File: src/rtl/change_dispenser_if.sv
// Signal bundle between a change-request source/coin hopper and the change dispenser.
`timescale 1ns/1ps
interface change_dispenser_if;
    logic       req_valid;
    logic [2:0] req_change;
    logic       req_ready;
    logic       hopper_ready;
    logic       out_nickel;
    logic       out_dime;
    logic       load_nickel;
    logic       load_dime;
    logic [3:0] nickel_cnt;
    logic [3:0] dime_cnt;
    logic       done;
    logic       err;
    logic       busy;

    modport master (
        output req_valid, req_change, hopper_ready, load_nickel, load_dime,
        input  req_ready, out_nickel, out_dime, nickel_cnt, dime_cnt, done, err, busy
    );

    modport slave (
        input  req_valid, req_change, hopper_ready, load_nickel, load_dime,
        output req_ready, out_nickel, out_dime, nickel_cnt, dime_cnt, done, err, busy
    );
endinterface

File: src/rtl/change_dispenser.sv
// Greedy dime-first change dispenser with a refillable 4-bit nickel/dime inventory.
`timescale 1ns/1ps
module change_dispenser (
    input  logic clk,
    input  logic rst_n,
    change_dispenser_if.slave bus
);

    typedef enum logic [1:0] {IDLE, DISPENSE, DONE, FAULT} state_t;

    state_t     state, state_next;
    logic [4:0] remaining, remaining_next, remaining_after;
    logic [3:0] nickel_cnt, dime_cnt;
    logic       accept, code_valid, feasible;
    logic       eject, dime_sel, eject_nickel, eject_dime;
    logic [2:0] half_code, dimes_used, nickels_needed;

    assign accept     = (state == IDLE) && bus.req_valid;
    assign code_valid = (bus.req_change <= 3'd4);

    // Feasibility in coin units: code counts nickels, so dimes take two units each.
    assign half_code      = {1'b0, bus.req_change[2:1]};
    assign dimes_used     = (dime_cnt < {1'b0, half_code}) ? dime_cnt[2:0] : half_code;
    assign nickels_needed = bus.req_change - {dimes_used[1:0], 1'b0};
    assign feasible       = ({1'b0, nickels_needed} <= nickel_cnt);

    assign dime_sel        = (remaining >= 5'd10) && (dime_cnt != 4'd0);
    assign eject           = (state == DISPENSE) && bus.hopper_ready;
    assign eject_dime      = eject && dime_sel;
    assign eject_nickel    = eject && !dime_sel;
    assign remaining_after = remaining - (dime_sel ? 5'd10 : 5'd5);

    always_ff @(posedge clk or negedge rst_n) begin
        if (!rst_n) begin
            state     <= IDLE;
            remaining <= 5'd0;
        end else begin
            state     <= state_next;
            remaining <= remaining_next;
        end
    end

    always_comb begin
        state_next     = state;
        remaining_next = remaining;
        case (state)
            IDLE: begin
                if (accept) begin
                    if (!code_valid || !feasible) begin
                        state_next     = FAULT;
                        remaining_next = 5'd0;
                    end else if (bus.req_change == 3'd0) begin
                        state_next     = DONE;
                        remaining_next = 5'd0;
                    end else begin
                        state_next     = DISPENSE;
                        remaining_next = ({2'b00, bus.req_change} << 2) + {2'b00, bus.req_change};
                    end
                end
            end
            DISPENSE: begin
                if (eject) begin
                    remaining_next = remaining_after;
                    if (remaining_after == 5'd0) begin
                        state_next = DONE;
                    end
                end
            end
            DONE:    state_next = IDLE;
            FAULT:   state_next = IDLE;
            default: state_next = IDLE;
        endcase
    end

    // A refill and an eject of the same coin in one cycle cancel; refills saturate.
    function automatic logic [3:0] update_count(input logic [3:0] cnt, input logic load, input logic take);
        logic [3:0] result;
        result = cnt;
        case ({load, take})
            2'b10:   result = (cnt == 4'd15) ? cnt : cnt + 4'd1;
            2'b01:   result = (cnt == 4'd0) ? cnt : cnt - 4'd1;
            default: result = cnt;
        endcase
        return result;
    endfunction

    always_ff @(posedge clk or negedge rst_n) begin
        if (!rst_n) begin
            nickel_cnt <= 4'd0;
            dime_cnt   <= 4'd0;
        end else begin
            nickel_cnt <= update_count(nickel_cnt, bus.load_nickel, eject_nickel);
            dime_cnt   <= update_count(dime_cnt, bus.load_dime, eject_dime);
        end
    end

    assign bus.out_nickel = eject_nickel;
    assign bus.out_dime   = eject_dime;
    assign bus.nickel_cnt = nickel_cnt;
    assign bus.dime_cnt   = dime_cnt;
    assign bus.done       = (state == DONE);
    assign bus.err        = (state == FAULT);
    assign bus.busy       = (state != IDLE);
    assign bus.req_ready  = (state == IDLE);

endmodule
File: src/flat_wrapper.sv
// flat-port wrapper written by rule: the top's interface ports become plain ports
module change_dispenser_flat 
  (clk, rst_n, bus_req_valid, bus_req_change, bus_hopper_ready, bus_load_nickel, bus_load_dime, bus_req_ready, bus_out_nickel, bus_out_dime, bus_nickel_cnt, bus_dime_cnt, bus_done, bus_err, bus_busy);
  change_dispenser_if bus_i ();
  input  logic clk;
  input  logic rst_n;
  input wire logic [$bits(bus_i.req_valid)-1:0] bus_req_valid;
  input wire logic [$bits(bus_i.req_change)-1:0] bus_req_change;
  input wire logic [$bits(bus_i.hopper_ready)-1:0] bus_hopper_ready;
  input wire logic [$bits(bus_i.load_nickel)-1:0] bus_load_nickel;
  input wire logic [$bits(bus_i.load_dime)-1:0] bus_load_dime;
  output wire logic [$bits(bus_i.req_ready)-1:0] bus_req_ready;
  output wire logic [$bits(bus_i.out_nickel)-1:0] bus_out_nickel;
  output wire logic [$bits(bus_i.out_dime)-1:0] bus_out_dime;
  output wire logic [$bits(bus_i.nickel_cnt)-1:0] bus_nickel_cnt;
  output wire logic [$bits(bus_i.dime_cnt)-1:0] bus_dime_cnt;
  output wire logic [$bits(bus_i.done)-1:0] bus_done;
  output wire logic [$bits(bus_i.err)-1:0] bus_err;
  output wire logic [$bits(bus_i.busy)-1:0] bus_busy;
  assign bus_i.req_valid = bus_req_valid;
  assign bus_i.req_change = bus_req_change;
  assign bus_i.hopper_ready = bus_hopper_ready;
  assign bus_i.load_nickel = bus_load_nickel;
  assign bus_i.load_dime = bus_load_dime;
  assign bus_req_ready = bus_i.req_ready;
  assign bus_out_nickel = bus_i.out_nickel;
  assign bus_out_dime = bus_i.out_dime;
  assign bus_nickel_cnt = bus_i.nickel_cnt;
  assign bus_dime_cnt = bus_i.dime_cnt;
  assign bus_done = bus_i.done;
  assign bus_err = bus_i.err;
  assign bus_busy = bus_i.busy;
  change_dispenser u_core (.clk(clk), .rst_n(rst_n), .bus(bus_i));
endmodule
File: config.mk
export PLATFORM = sky130hd
export DESIGN_NAME = change_dispenser_flat
export DESIGN_NICKNAME = d
export VERILOG_FILES = /design/src/rtl/change_dispenser_if.sv /design/src/rtl/change_dispenser.sv /design/src/flat_wrapper.sv
export SDC_FILE = /design/constraint.sdc
export NUM_CORES = 1
export LEC_CHECK = 0
export ABC_CLOCK_PERIOD_IN_PS = 3200
export CAP_MARGIN = 25
export CORE_MARGIN = 2
export CORE_UTILIZATION = 54
export DETAILED_ROUTE_END_ITERATION = 8
export MAX_ROUTING_LAYER = met4
export PLACE_DENSITY = 0.84
export SYNTH_ARGS = -nofsm -noshare
export SYNTH_HDL_FRONTEND = slang
export SYNTH_SLANG_ARGS = --single-unit
File: constraint.sdc
create_clock -name clk -period 3.2 [get_ports clk]
set_input_delay 0.8 -clock clk [delete_from_list [all_inputs] [get_ports clk]]
set_output_delay 0.8 -clock clk [all_outputs]
set_load 0.02 [all_outputs]
==> results of run 1 <==
==> registers in the layout, indices dropped and copies added, names as in the netlist <==
register and flops:
u_core.state 2, u_core.remaining 5, u_core.bus.nickel_cnt 4, u_core.bus.dime_cnt 4
==> timing repair <==
item	CTS	global route
pin swaps	6	8
gates cloned	0	0
setup buffers	1	1
gates resized for setup	14	9
setup endpoints to repair	8	9
==> layer usage <==
metal,vias to the layer above,routed length (um)
met4,0,51
li1,654,-
met3,7,148
met2,33,1834
met5,-,0
met1,671,1552
==> critical path: stages <==
cell and delay, ps:
clkdlybuf4s50_1 520, and3b_2 250, o211ai_4 90, inv_1 70, clkdlybuf4s50_1 590
==> Yosys cell counts, drive strengths merged, types with 2 or more instances <==
cell | number | share of area [%]
and3b | 2 | 1.2
a31oi | 3 | 1.3
nand3 | 2 | 0.69
nor4 | 2 | 0.86
and2 | 2 | 0.86
and3 | 2 | 0.86
nor2b | 3 | 1.3
a2111oi | 3 | 1.8
ha | 15 | 13
o21a | 2 | 1.0
nor2 | 10 | 2.6
mux2 | 2 | 1.8
inv | 18 | 4.7
o21ai | 4 | 1.4
a211oi | 5 | 2.6
nand2 | 6 | 1.6
mux2i | 7 | 4.8
a21oi | 4 | 1.4
or3 | 5 | 2.2
xor2 | 4 | 2.4
or2 | 2 | 0.86
a21o | 2 | 1.0
fa | 3 | 4.2
dfrtp | 15 | 26
nand3b | 2 | 1.0
nor3 | 2 | 0.69
o211ai | 5 | 3.5
nand2b | 5 | 2.2
xnor2 | 6 | 3.6
or4 | 2 | 1.3
==> per-stage QoR <==
| stage | worst slack (ps) | instance area [um2] | total power [mW] |
|---|---|---|---|
| detailed placement | -645.2 | 1799 | 1.997 |
| CTS | 28.21 | 1893 | 2.216 |
| global placement | -497.7 | 1799 | 1.912 |
| finish | 78.80 | 1921 | 2.294 |
| floorplan | 45.33 | 1453 | 1.464 |
| global route | 13.91 | 1921 | 2.488 |
==> how the worst min path moves through the flow <==
| stage | cells past startpoint | slack, ps | endpoint |
|---|---|---|---|
| CTS | 2 | 600 | u_core.remaining[0]$_DFFE_PN0P_ |
| finish | 2 | 590 | u_core.remaining[0]$_DFFE_PN0P_ |
| floorplan | 0 | 500 | u_core.bus.dime_cnt[0]$_DFFE_PN0P_ |
| detailed placement | 2 | 560 | u_core.remaining[0]$_DFFE_PN0P_ |
| global route | 2 | 620 | u_core.remaining[0]$_DFFE_PN0P_ |
| global placement | 2 | 540 | u_core.remaining[0]$_DFFE_PN0P_ |
==> layout make-up <==
cell class / count / area [um2]
Timing Repair Buffer: 37 / 329.1
Sequential cell: 15 / 375.4
Tap cell: 30 / 37.54
Clock buffer: 4 / 26.28
Inverter: 18 / 67.56
Fill cell: 170 / 579.3
Multi-Input combinational cell: 123 / 1085
==> report_power, final <==
group          internal [mW]  total [mW]  switching, mW
Combinational          0.847        1.73          0.881
Clock                 0.0486       0.118         0.0697
Sequential             0.290       0.448          0.158
Total                   1.19        2.29           1.11
==> cells by family after synthesis <==
kind of cell    share of synthesized area (%)
flops                                   25.95
compound gates                          18.17
simple gates                            20.76
fa+ha+maj                               17.13
buf+inv                                 5.276
xor+xnor                                6.055
mux                                     6.661
==> key figures, run 1 <==
Critical path
  • Worst reg2reg setup slack: 260 ps
  • Kind of critical path: primary input to output port
  • R2R depth: 12
  • CP arrival: 2320 ps
  • Critical Path End Type: output port
  • Worst r2r dst: u_core.remaining[2]$_DFFE_PN0P_
  • Crit path max fanout: 4
  • Setup crit end: bus_out_dime
  • Critical path origin: bus_hopper_ready
  • Startpoint Class: primary input
  • Reg2reg start: u_core.bus.dime_cnt[0]$_DFFE_PN0P_
  • CP required: 2400 ps

Floorplan
  • Die height: 55.76 um
  • Cell row count: 18
  • Core ar.: 0.002500 mm2
  • # IOs: 23
  • Chip width: 55.76 um
  • Starting Density: 57.86%
  • Die Area: 0.003109 mm2

GRT
  • Gr usage total: 25.03%
  • Busiest grt layer: met2
  • Total gr overflow: 0
  • Largest net degree at the start of global routing: 16
  • Met1 global-route usage: 29.05%
  • First-pass GRT wire length: 6092 um
  • Initial antenna violation count: 0
  • GRT met2 Usage: 43.03%
  • Met3 usage: 4.419%
  • Vias in the first global route: 1413

Drt
  • Via count: 1365
  • First DRT Iteration DRCs: 37
  • Vias per cell: 6.013
  • Routed WL per cell: 15.80 um
  • DRC viols: 0
  • Detailed Routing Iterations Pass 1: 4
  • Routed Wire Length: 3587 um
  • Post-DRT Antenna Nets: 0

Clock tree
  • CTS tree: built
  • Skew-Pair Late Insertion Delay: 300 ps
  • CTS Buffer Depth: 2
  • Clk sinks: 15
  • Root Driver: clkbuf_4
  • # hold bufs at CTS: 0
  • H-tree depth: 1
  • Num CTS Buffers: 3
  • Worst-path clk slew: 90 ps

Timing
  • Fin Hold WS: 588.9 ps
  • Unrepaired setup endpoints after global routing: false
  • F_max: 320.4 MHz
  • Worst-Margin Slew: 745.3 ps
  • Final setup fails: 0
  • Min Tclk post-route: 3121 ps
  • Fin. Hold Viols: 0
  • Clk_skew: 10.02 ps
  • Final Cycle Share: 97.54%
  • Slew headroom: 50.16%
  • Setup TNS: 0 ps
  • Slew Limit Fails: 0

Layout
  • Finished Layout Cells: 227
  • Synth-to-layout area growth: 32.79%
  • Proportion of layout cells with a drive suffix above 1: 21.83%
  • Utilization after layout: 76.83%
  • Antenna Cells: 0
  • Nets: 225
  • Most frequent cells in the layout: 19 x clkdlybuf4s50_1, 17 x inv_1, 15 x buf_4, 15 x dfrtp_1, 13 x ha_1
  • Commonest non-fill, non-tap cell in the layout: clkdlybuf4s50_1

Yosys
  • #FFs+latches synth: 15
  • Register area share after synthesis: 25.95%
  • Warnings, synthesis: 0
  • Post-synthesis cell type count: 46
  • EDFF count, synth: 0
  • Ys flop type: dfrtp_1
  • Post-synth ARST share: 100.0%
  • Mapped Cells: 158
  • Mapped Avg Cell Area: 9.154 um2
  • Syn Nets: 185
  • Post-synthesis cell area: 0.001446 mm2

Pwr
  • Worst VDD drop: 0.0008170 V
  • P_leak: 0.9031 nW
  • P per Cell Area: 1195 mW/mm2

Flow run
  • Max_cap viols: 0

Placed design
  • HPWL after detailed placement: 2681 um
  • Port bufs: 22
  • GPL Wtd Cong: 0.8597
  • Cells after DPL: 221

Min path
  • Hold Crit Start: u_core.remaining[0]$_DFFE_PN0P_
  • Min-delay worst type: flip-flop to flip-flop

Run status
  • Status: finished clean
No activity file was read; power rests on OpenSTA's default activity.
==> run 2: changes to the inputs <==
Settings changed: ABC_AREA from default to 1, REMOVE_ABC_BUFFERS from default to 1, SETUP_SLACK_MARGIN from default to 0.05.
==> run 2 against run 1 <==
- count of clock-buffer cells in the layout unchanged
- total power decreased by 8.5%
- critical path depth grew 1
- synthesized area rose by 2.1%
- sequential share of layout area rose by 1.0 points
- first-iteration DRC count is 38% higher
- sequential cell count stayed put
==> key figures, run 2 <==
Timing
  • Worst-Margin Slew: 701.9 ps
  • Unrepaired setup endpoints after global routing: false
  • Slew headroom: 53.06%
  • Setup TNS: 0 ps
  • Final setup fails: 0
  • F_max: 324.3 MHz
  • Clk_skew: 4.478 ps
  • Final Cycle Share: 96.37%
  • Slew Limit Fails: 0
  • Min Tclk post-route: 3084 ps
  • Final worst setup slack: 116.2 ps
  • Fin. Hold Viols: 0
  • Fin Hold WS: 555.8 ps

Critical path
  • Critical Path End Type: output port
  • R2R depth: 14
  • Worst reg2reg setup slack: 580 ps
  • Crit-path max cell delay: 590 ps
  • Worst r2r dst: u_core.state[0]$_DFFE_PN0P_
  • Delay-heaviest family, CP: buffers and inverters
  • Crit path cell chain: clkdlybuf4s50_1 > inv_1 > nor2_8 > nand2_4 > clkinv_2 > clkdlybuf4s50_1
  • Crit path max fanout: 5
  • CP arrival: 2280 ps
  • Kind of critical path: primary input to output port
  • Most common cell on crit path: clkdlybuf4s50_1
  • CP Buf/Inv Count: 4
  • CP required: 2400 ps
  • Startpoint Class: primary input
  • Reg2reg start: u_core.bus.dime_cnt[1]$_DFFE_PN0P_
  • Slowest CP cell: clkdlybuf4s50_1

Yosys
  • #FFs+latches synth: 15
  • Share of the synthesized area in the top cell type: 25.42%
  • Synth Area in Adders: 16.78%
  • Most frequent cell after synthesis: inv_1
  • Post-synthesis cell type count: 29
  • Largest family of logic cells by synthesized area: simple AND/OR/NAND/NOR gates
  • Simple-Gate Fraction of Synth Area: 33.81%
  • XOR/XNOR Fraction of Synth Area: 3.559%
  • Mapped Cells: 198
  • EDFF count, synth: 0
  • Ys flop type: dfrtp_1
  • Warnings, synthesis: 0
  • Top post-synthesis cells by area: dfrtp_1 25%, ha_1 13%, inv_1 8.9%
  • Post-synth ARST share: 100.0%
  • Mapped Avg Cell Area: 7.457 um2
  • Synth top cells by count: 35 x inv_1, 34 x nand2_1, 18 x nand3_1, 15 x dfrtp_1, 15 x ha_1
  • Largest area contributor in the netlist: dfrtp_1
  • Register area share after synthesis: 25.42%
  • Post-synthesis cell area: 0.001476 mm2
  • Synth Area in Compound Gates: 10.00%
  • Mux share of post-synthesis cell area: 0%

GRT
  • First-pass GRT wire length: 5023 um
  • Initial antenna violation count: 0
  • Vias in the first global route: 1166
  • Total gr overflow: 0
  • Gr usage total: 20.20%
  • Largest net degree at the start of global routing: 16

Drt
  • Routed WL per cell: 11.86 um
  • Vias per cell: 5.247
  • DRC viols: 0
  • Post-DRT Antenna Nets: 0
  • Detailed Routing Iterations Pass 1: 4
  • First DRT Iteration DRCs: 51
  • Via count: 1359
  • Routed Wire Length: 3071 um

Pwr
  • P per Cell Area: 1150 mW/mm2
  • Psw: 1.096 mW
  • Worst VDD drop: 0.0007840 V
  • Switching Share: 52.21%
  • P_leak: 0.9718 nW
  • Logic pwr share: 75.1%
  • Cell-internal power: 1.004 mW
  • Sequential share of power: 19.5%
  • Clock power frac: 5.4%
  • Tot Pwr: 2.100 mW

Clock tree
  • CTS tree: built
  • Worst-path clk slew: 90 ps
  • CTS Buffer Depth: 2
  • Root Driver: clkbuf_4
  • # hold bufs at CTS: 0
  • Num CTS Buffers: 3
  • Skew-Pair Late Insertion Delay: 290 ps
  • Clk sinks: 15
  • H-tree depth: 1

Placed design
  • GPL Wtd Cong: 0.8908
  • Port bufs: 22
  • Pre-CTS setup slack: -213.5 ps
  • Cells after DPL: 254
  • Area post-placement: 0.001764 mm2
  • HPWL after detailed placement: 2397 um

Floorplan
  • Core ar.: 0.002545 mm2
  • # IOs: 23
  • Die Area: 0.003169 mm2
  • Starting Density: 58.01%
  • Die height: 56.29 um
  • Cell row count: 18
  • Chip width: 56.29 um

Layout
  • Top flop regs: u_core.remaining (5), u_core.bus.dime_cnt (4), u_core.bus.nickel_cnt (4)
  • Most frequent cells in the layout: 34 x inv_1, 34 x nand2_1, 20 x clkdlybuf4s50_1
  • Antenna Cells: 0
  • Nets: 257
  • Max FFs per register: 5
  • Largest register by flop count: u_core.remaining
  • Synth-to-layout area growth: 23.64%
  • Fillers: 218
  • Finished Layout Cells: 259
  • Utilization after layout: 71.73%
  • Design area: 0.001826 mm2
  • Proportion of layout cells with a drive suffix above 1: 13.97%
  • Area occupied by multi-input gates: 969.7 um2
  • Area of all sequential standard cells: 375.4 um2

Min path
  • Hold path depth: 1
  • Worst Hold End: u_core.bus.nickel_cnt[0]$_DFFE_PN0P_
  • Hold Crit Start: u_core.bus.nickel_cnt[0]$_DFFE_PN0P_
  • Min-delay worst type: flip-flop to flip-flop

Flow run
  • Max_cap viols: 0

Run status
  • Status: finished clean
==> run 2: layer usage <==
layer / vias to the layer above / global-route usage [%] / part of all wire, %
li1: 710 / - / -
met1: 623 / 26.16 / 48
met2: 21 / 32.94 / 49
met3: 5 / 3.456 / 2.4
met4: 0 / 5.102 / 1.1
met5: - / - / 0
==> run 2: worst reg2reg max path, stage by stage, from the launching register on <==
cell	delay (ps)
dfrtp_1	470
ha_1	340
a21oi_2	160
buf_4	130
a31oi_1	80
ha_2	190
xnor2_1	200
ha_1	290
nand3_1	110
nand2_1	50
o21bai_1	140
buf_4	160
a21oi_1	130
nand2_1	70
nand2_1	60
==> run 2: area by class of cell <==
type | instances | share of cell area [%]
timing repair buffer | 27 | 14.39
tap | 30 | 2.056
sequential | 15 | 20.56
multi-input combinational | 143 | 53.12
clock buffer | 4 | 1.439
inverter | 40 | 8.430
==> run 2: timing repair <==
action | 4_1_cts | 5_1_grt
setup buffers | 0 | 1
resized for setup | 0 | 7
setup endpoints to repair | 0 | 8
==> run 2: worst max path at each step <==
stage | startpoint | end | slack (ps) | depth (start not counted)
after detailed placement | bus_req_change[2] | u_core.remaining[4]$_DFFE_PN0P_ | -210 | 15
after CTS | bus_hopper_ready | bus_out_nickel | 60 | 6
final | bus_hopper_ready | bus_out_dime | 120 | 6
after global routing | bus_hopper_ready | bus_out_dime | 60 | 6
after global placement | bus_req_change[2] | u_core.state[1]$_DFFE_PN0P_ | -180 | 16
after floorplan | bus_req_change[2] | u_core.state[1]$_DFFE_PN0P_ | 360 | 14
==> run 2: power by group through the flow <==
| stage | registers [mW] | clock network [mW] | logic [mW] |
|---|---|---|---|
| 3_5_place_dp | 0.411 | 0 | 1.50 |
| 2_1_floorplan | 0.445 | 0 | 1.04 |
| 3_3_place_gp | 0.411 | 0 | 1.48 |
| 5_1_grt | 0.426 | 0.128 | 1.77 |
| 4_1_cts | 0.409 | 0.117 | 1.51 |
| 6_report | 0.410 | 0.114 | 1.58 |
==> run 2: logic make-up (layout without fill, tap and decap cells) <==
family	count (synthesis)	after routing
flops	15	15
fa+ha+maj	18	18
xor+xnor	6	6
simple gates	94	94
compound gates	25	25
buf+inv	40	71
